## src/rtl/clk_switch_sequencer.sv

```systemverilog
// Glitch-safe cluster clock-source switch sequencer with an APB register front end.
// Gates the clock and holds reset, flips the mux, waits a settle time, ungates, then releases reset.
module clk_switch_sequencer #(
    parameter int unsigned GUARD_CYCLES = 8,
    parameter int unsigned SETTLE_RST   = 64,
    parameter bit          INIT_SEL     = 1'b0
) (
    input  logic        clk_i,
    input  logic        rst_ni,
    input  logic [11:0] apb_paddr_i,
    input  logic [31:0] apb_pwdata_i,
    input  logic        apb_pwrite_i,
    input  logic        apb_psel_i,
    input  logic        apb_penable_i,
    output logic [31:0] apb_prdata_o,
    output logic        apb_pready_o,
    output logic        apb_pslverr_o,
    output logic        clk_sel_o,
    output logic        cluster_clk_en_o,
    output logic        rstn_cluster_req_o,
    output logic        busy_o,
    output logic        irq_o
);

    localparam int unsigned CNT_W  = 16;
    localparam int unsigned ADDR_W = 12;
    localparam int unsigned DATA_W = 32;

    localparam logic [ADDR_W-1:0] ADDR_CTRL   = 12'h040;
    localparam logic [ADDR_W-1:0] ADDR_STATUS = 12'h044;
    localparam logic [ADDR_W-1:0] ADDR_SETTLE = 12'h048;

    localparam logic [CNT_W-1:0] GUARD_M1 = CNT_W'(GUARD_CYCLES - 1);

    typedef enum logic [2:0] {
        ST_IDLE    = 3'd0,
        ST_GATE    = 3'd1,
        ST_SWITCH  = 3'd2,
        ST_UNGATE  = 3'd3,
        ST_RELEASE = 3'd4
    } state_e;

    state_e             state_q, state_d;
    logic [CNT_W-1:0]   cnt_q, cnt_d;

    logic               clk_sel_q, clk_sel_d;
    logic               clk_en_q, clk_en_d;
    logic               rstn_req_q, rstn_req_d;
    logic               busy_q, busy_d;
    logic               irq_q, irq_d;

    logic               target_q, target_d;
    logic               seq_tgt_q, seq_tgt_d;
    logic               start_q, start_d;
    logic [CNT_W-1:0]   settle_q, settle_d;
    logic               done_q, done_d;

    logic               access_c, wr_c;
    logic               hit_ctrl_c, hit_status_c, hit_settle_c;
    logic               busy_int_c;
    logic               err_c;
    logic               ctrl_we_c, settle_we_c, status_w1c_c;
    logic [DATA_W-1:0]  prdata_c;
    logic               unused_c;

    // APB decode; a start request still waiting for the FSM counts as busy
    assign access_c     = apb_psel_i & apb_penable_i;
    assign wr_c         = access_c & apb_pwrite_i;
    assign hit_ctrl_c   = (apb_paddr_i == ADDR_CTRL);
    assign hit_status_c = (apb_paddr_i == ADDR_STATUS);
    assign hit_settle_c = (apb_paddr_i == ADDR_SETTLE);
    assign busy_int_c   = (state_q != ST_IDLE) | start_q;

    assign err_c = access_c & (~(hit_ctrl_c | hit_status_c | hit_settle_c)
                   | (apb_pwrite_i & hit_ctrl_c & apb_pwdata_i[1] & busy_int_c)
                   | (apb_pwrite_i & hit_settle_c & busy_int_c));

    assign ctrl_we_c    = wr_c & hit_ctrl_c & ~err_c;
    assign settle_we_c  = wr_c & hit_settle_c & ~err_c;
    assign status_w1c_c = wr_c & hit_status_c & apb_pwdata_i[2];
    assign unused_c     = ^apb_pwdata_i[31:16];

    always_comb begin
        prdata_c = '0;
        if (access_c) begin
            case (apb_paddr_i)
                ADDR_CTRL:   prdata_c = DATA_W'(target_q);
                ADDR_STATUS: prdata_c = DATA_W'({done_q, clk_sel_q, busy_q});
                ADDR_SETTLE: prdata_c = DATA_W'(settle_q);
                default:     prdata_c = '0;
            endcase
        end
    end

    assign apb_prdata_o  = prdata_c;
    assign apb_pslverr_o = err_c;
    assign apb_pready_o  = 1'b1;

    // Software-visible registers; completion set beats a same-cycle W1C
    always_comb begin
        target_d  = target_q;
        seq_tgt_d = seq_tgt_q;
        start_d   = 1'b0;
        settle_d  = settle_q;
        done_d    = done_q;
        if (ctrl_we_c) begin
            target_d = apb_pwdata_i[0];
            if (apb_pwdata_i[1]) begin
                start_d   = 1'b1;
                seq_tgt_d = apb_pwdata_i[0];
            end
        end
        if (settle_we_c) begin
            settle_d = apb_pwdata_i[CNT_W-1:0];
        end
        if (status_w1c_c) begin
            done_d = 1'b0;
        end
        if (irq_d) begin
            done_d = 1'b1;
        end
    end

    always_ff @(posedge clk_i or negedge rst_ni) begin
        if (!rst_ni) begin
            target_q  <= 1'b0;
            seq_tgt_q <= 1'b0;
            start_q   <= 1'b0;
            settle_q  <= CNT_W'(SETTLE_RST);
            done_q    <= 1'b0;
        end else begin
            target_q  <= target_d;
            seq_tgt_q <= seq_tgt_d;
            start_q   <= start_d;
            settle_q  <= settle_d;
            done_q    <= done_d;
        end
    end

    always_ff @(posedge clk_i or negedge rst_ni) begin
        if (!rst_ni) begin
            state_q <= ST_IDLE;
            cnt_q   <= '0;
        end else begin
            state_q <= state_d;
            cnt_q   <= cnt_d;
        end
    end

    always_comb begin
        state_d = state_q;
        cnt_d   = cnt_q;
        case (state_q)
            ST_IDLE: begin
                if (start_q && (seq_tgt_q != clk_sel_q)) begin
                    state_d = ST_GATE;
                    cnt_d   = GUARD_M1;
                end
            end
            ST_GATE: begin
                if (cnt_q == '0) begin
                    state_d = ST_SWITCH;
                    cnt_d   = settle_q;
                end else begin
                    cnt_d = cnt_q - CNT_W'(1);
                end
            end
            ST_SWITCH: begin
                if (cnt_q == '0) begin
                    state_d = ST_UNGATE;
                    cnt_d   = GUARD_M1;
                end else begin
                    cnt_d = cnt_q - CNT_W'(1);
                end
            end
            ST_UNGATE: begin
                if (cnt_q == '0) begin
                    state_d = ST_RELEASE;
                end else begin
                    cnt_d = cnt_q - CNT_W'(1);
                end
            end
            ST_RELEASE: state_d = ST_IDLE;
            default:    state_d = ST_IDLE;
        endcase
    end

    // Output values per state; the mux only moves while the clock is gated
    always_comb begin
        clk_sel_d  = clk_sel_q;
        clk_en_d   = 1'b1;
        rstn_req_d = 1'b1;
        busy_d     = (state_q != ST_IDLE);
        irq_d      = 1'b0;
        case (state_q)
            ST_IDLE:    irq_d = start_q & (seq_tgt_q == clk_sel_q);
            ST_GATE: begin
                clk_en_d   = 1'b0;
                rstn_req_d = 1'b0;
            end
            ST_SWITCH: begin
                clk_en_d   = 1'b0;
                rstn_req_d = 1'b0;
                clk_sel_d  = seq_tgt_q;
            end
            ST_UNGATE:  rstn_req_d = 1'b0;
            ST_RELEASE: irq_d = 1'b1;
            default:    ;
        endcase
    end

    always_ff @(posedge clk_i or negedge rst_ni) begin
        if (!rst_ni) begin
            clk_sel_q  <= INIT_SEL;
            clk_en_q   <= 1'b1;
            rstn_req_q <= 1'b1;
            busy_q     <= 1'b0;
            irq_q      <= 1'b0;
        end else begin
            clk_sel_q  <= clk_sel_d;
            clk_en_q   <= clk_en_d;
            rstn_req_q <= rstn_req_d;
            busy_q     <= busy_d;
            irq_q      <= irq_d;
        end
    end

    assign clk_sel_o          = clk_sel_q;
    assign cluster_clk_en_o   = clk_en_q;
    assign rstn_cluster_req_o = rstn_req_q;
    assign busy_o             = busy_q;
    assign irq_o              = irq_q;

endmodule

```

## config.mk

```make
export PLATFORM = sky130hd
export DESIGN_NAME = clk_switch_sequencer
export DESIGN_NICKNAME = d
export VERILOG_FILES = /design/src/rtl/clk_switch_sequencer.sv
export SDC_FILE = /design/constraint.sdc
export NUM_CORES = 1
export LEC_CHECK = 0
export ABC_AREA = 1
export CORE_ASPECT_RATIO = 0.9
export CORE_UTILIZATION = 30
export DETAILED_ROUTE_END_ITERATION = 12
export HOLD_SLACK_MARGIN = 0.02
export PLACE_DENSITY_LB_ADDON = 0.1
export SLEW_MARGIN = 20
export SYNTH_ARGS = -nofsm -noshare
export SYNTH_HDL_FRONTEND = slang
export SYNTH_SLANG_ARGS = --single-unit
```

## constraint.sdc

```tcl
create_clock -name clk_i -period 3 [get_ports clk_i]
set_input_delay 0.3 -clock clk_i [delete_from_list [all_inputs] [get_ports clk_i]]
set_output_delay 0.3 -clock clk_i [all_outputs]
set_load 0.01 [all_outputs]
```

==> impl_metrics.ini <==
[outcome]
status = finished clean

[floorplanning]
pin_count = 88
die_area_um2 = 10800
fp.dieW_um = 109
die_h_um = 98.6
start_util = 0.315
rows = 34
coreArea_um2 = 9870

[cells_and_area]
multi_input_area_um2 = 1670
reg_top3 = cnt_q: 16 flops, settle_q: 16 flops, state_q: 3 flops
regArea_um2 = 1100
layout.nets = 559
nFillCells = 1087
drive_above_1_share = 0.0961
area_growth_pct = 24.7
diodes = 0

[place]
portBuffers = 54
place_ws_ns = 0.478
gp_congestion = 0.826
dp_hpwl_mm = 6.18

[power_and_ir_drop]
vdd_drop_max_uv = 280
leakage_nw = 2.11
p_per_area_nw_per_um2 = 345

[clock_network]
root_buffer = clkbuf_16
htree_levels = 2
cts_tree = yes
insertion_delay_ns = 0.28
cts_sinks = 44
cts_buffers = 5
cts_buffer_depth = 2
clk_pin_slew_worst_paths_ns = 0.07

[worst_setup_path]
crit_arrival_ns = 2.24
critPathLaunchType = input pin
worstSetupPathType = in -> out
end_kind = primary output
worstPathRequired_ns = 2.70
critPathMaxFanout = 14

[grt]
grt_use_total = 0.171
grt_pass1_vias = 3012
grt_max_degree = 30
antenna_found_initial = 0
grt_pass1_wl_mm = 14.5
overflow = 0

[logic_synthesis]
ys_seq_area_frac = 0.355
netlist.area_leader.share = 0.330
synth.area.top_cells = dfrtp_1, nand2_1, nand3_1
netlist_top_cells_count = nand2_1, nand3_1, inv_1
synth.most_common_cell = nand2_1
synth_edf_count = 0
netlist_area_um2 = 3110
synthFlopType = dfrtp_1
yosysWarnings = 0
synthArstFlopShare = 1.00
synth.distinct_cells = 38
synth_cells = 456
ys_seq_elements = 44
syn_avg_cell_area_um2 = 6.82
synth_top_cell_by_area = dfrtp_1

[route]
dr.pass1.iters = 5
wl_per_cell_um = 12.7
drt-total-wl_mm = 8.08
vias = 2901
ant_nets = 0
route.detailed.drc = 0
vias_per_cell = 4.56
drt_iter0_markers = 110

[job]
cap_viol_max_count = 0

[sta]
final_max_slew_viol_count = 0
setup_viol = 0
max_freq_mhz = 393
finalWorstSetupSlack_ns = 0.455
slew_headroom = 0.519
tightest_slew_ns = 0.719
finClkSkew_ns = 0.00428
rsz0062_at_grt = false
layout_min_cycle_time_ns = 2.54
fin_crit_sh = 0.848
tns_ns = 0
hold_viol = 0

[worst_hold_path]
hold_class = reg -> reg
## stage by stage
stage / utilization / hold slack [ns] / power [mW] / cells / area (µm²)
after floorplan: - / 0.00441 / 0.644 / 471 / 3170
after global placement: 0.372 / 0.453 / 0.688 / 626 / 3670
after detailed placement: 0.374 / 0.267 / 0.691 / 627 / 3690
after CTS: 0.393 / 0.469 / 1.36 / 636 / 3880
after global routing: 0.393 / 0.507 / 1.39 / 636 / 3880
final: 0.393 / 0.468 / 1.34 / 636 / 3880
## layout by cell type (no fill, tap or decap), drive strengths merged
cell type      synthesis  layout
conb                   2      17
clkbuf                 1       6
o21bai                 1       1
inv                   55      55
o21ai                 13      13
o211ai                 1       1
buf                   24       2
or2                    1       1
o21a                   1       1
mux2                   1       1
clkinv                 0       1
nand4                  8       8
a21boi                 1       1
nor2                  48      48
xor2                   9       9
nor3                  12      12
xnor2                  1       1
nand2                172     172
dfrtp                 41      41
bufinv                 0       1
nand3b                 3       3
dlygate4sd3            0       1
a21oi                  4       4
clkdlybuf4s50          0      53
nand3                 53      53
dfstp                  3       3
ha                     1       1
## where the power goes
| group | internal (mW) | switching, mW |
|---|---|---|
| clock | 0.418 | 0.240 |
| combinational | 0.0441 | 0.0418 |
| sequential | 0.594 | 0.000203 |
## worst paths after layout
| kind | startpoint | endpoint | slack (ns) | cells past startpoint |
|---|---|---|---|---|
| max | apb_paddr_i[6] | apb_prdata_o[13] | 0.46 | 8 |
| min | settle_q[6] | settle_q[6] | 0.47 | 2 |
| max reg2reg | cnt_q[0] | cnt_q[3] | 1.00 | 9 |
| min reg2reg | settle_q[6] | settle_q[6] | 0.47 | 2 |
| max in group asynchronous | rst_ni | settle_q[6] | 1.93 | 3 |
| min in group asynchronous | rst_ni | cnt_q[1] | 0.49 | 2 |
## routing by layer
metal  vias to the layer above  global-route usage  routed length [µm]
li1                       1501                   -                   -
met1                      1316               0.247                4130
met2                        75               0.259                3440
met3                         9              0.0364                 422
met4                         0              0.0400                  76
met5                         -                   0                   0
## critical path, cell delays in order
cell	delay, ns
clkdlybuf4s50_1	0.45
nand2_1	0.06
nor2_2	0.13
nand3_2	0.15
nor2_4	0.15
inv_2	0.15
nor3_1	0.25
clkdlybuf4s50_1	0.59
## cells by family after synthesis
kind of cell             after synthesis  share of synthesized area
AO/OA/AOI/OAI                         21                     0.0382
buffers and inverters                 80                      0.127
adder cells (fa/ha/maj)                1                    0.00402
XOR/XNOR                              10                     0.0282
other                                  2                    0.00242
multiplexers                           1                    0.00362
flip-flops                            44                      0.355
AND/OR/NAND/NOR                      297                      0.441
## layout make-up
class | count | share of cell area
multi-input combinational | 347 | 0.429
sequential | 44 | 0.285
timing repair buffer | 56 | 0.146
inverter | 55 | 0.0532
tap | 126 | 0.0407
clock buffer | 6 | 0.0358
clock inverter | 2 | 0.0100
## what timing repair did
action                                 CTS  global route
endpoints found under the hold margin   13             0
setup endpoints to repair                0             0
hold buffers                             1             0
setup buffers                            0             0
gates resized for setup                  0             0
Note: power is estimated with default switching activity, not from simulation.
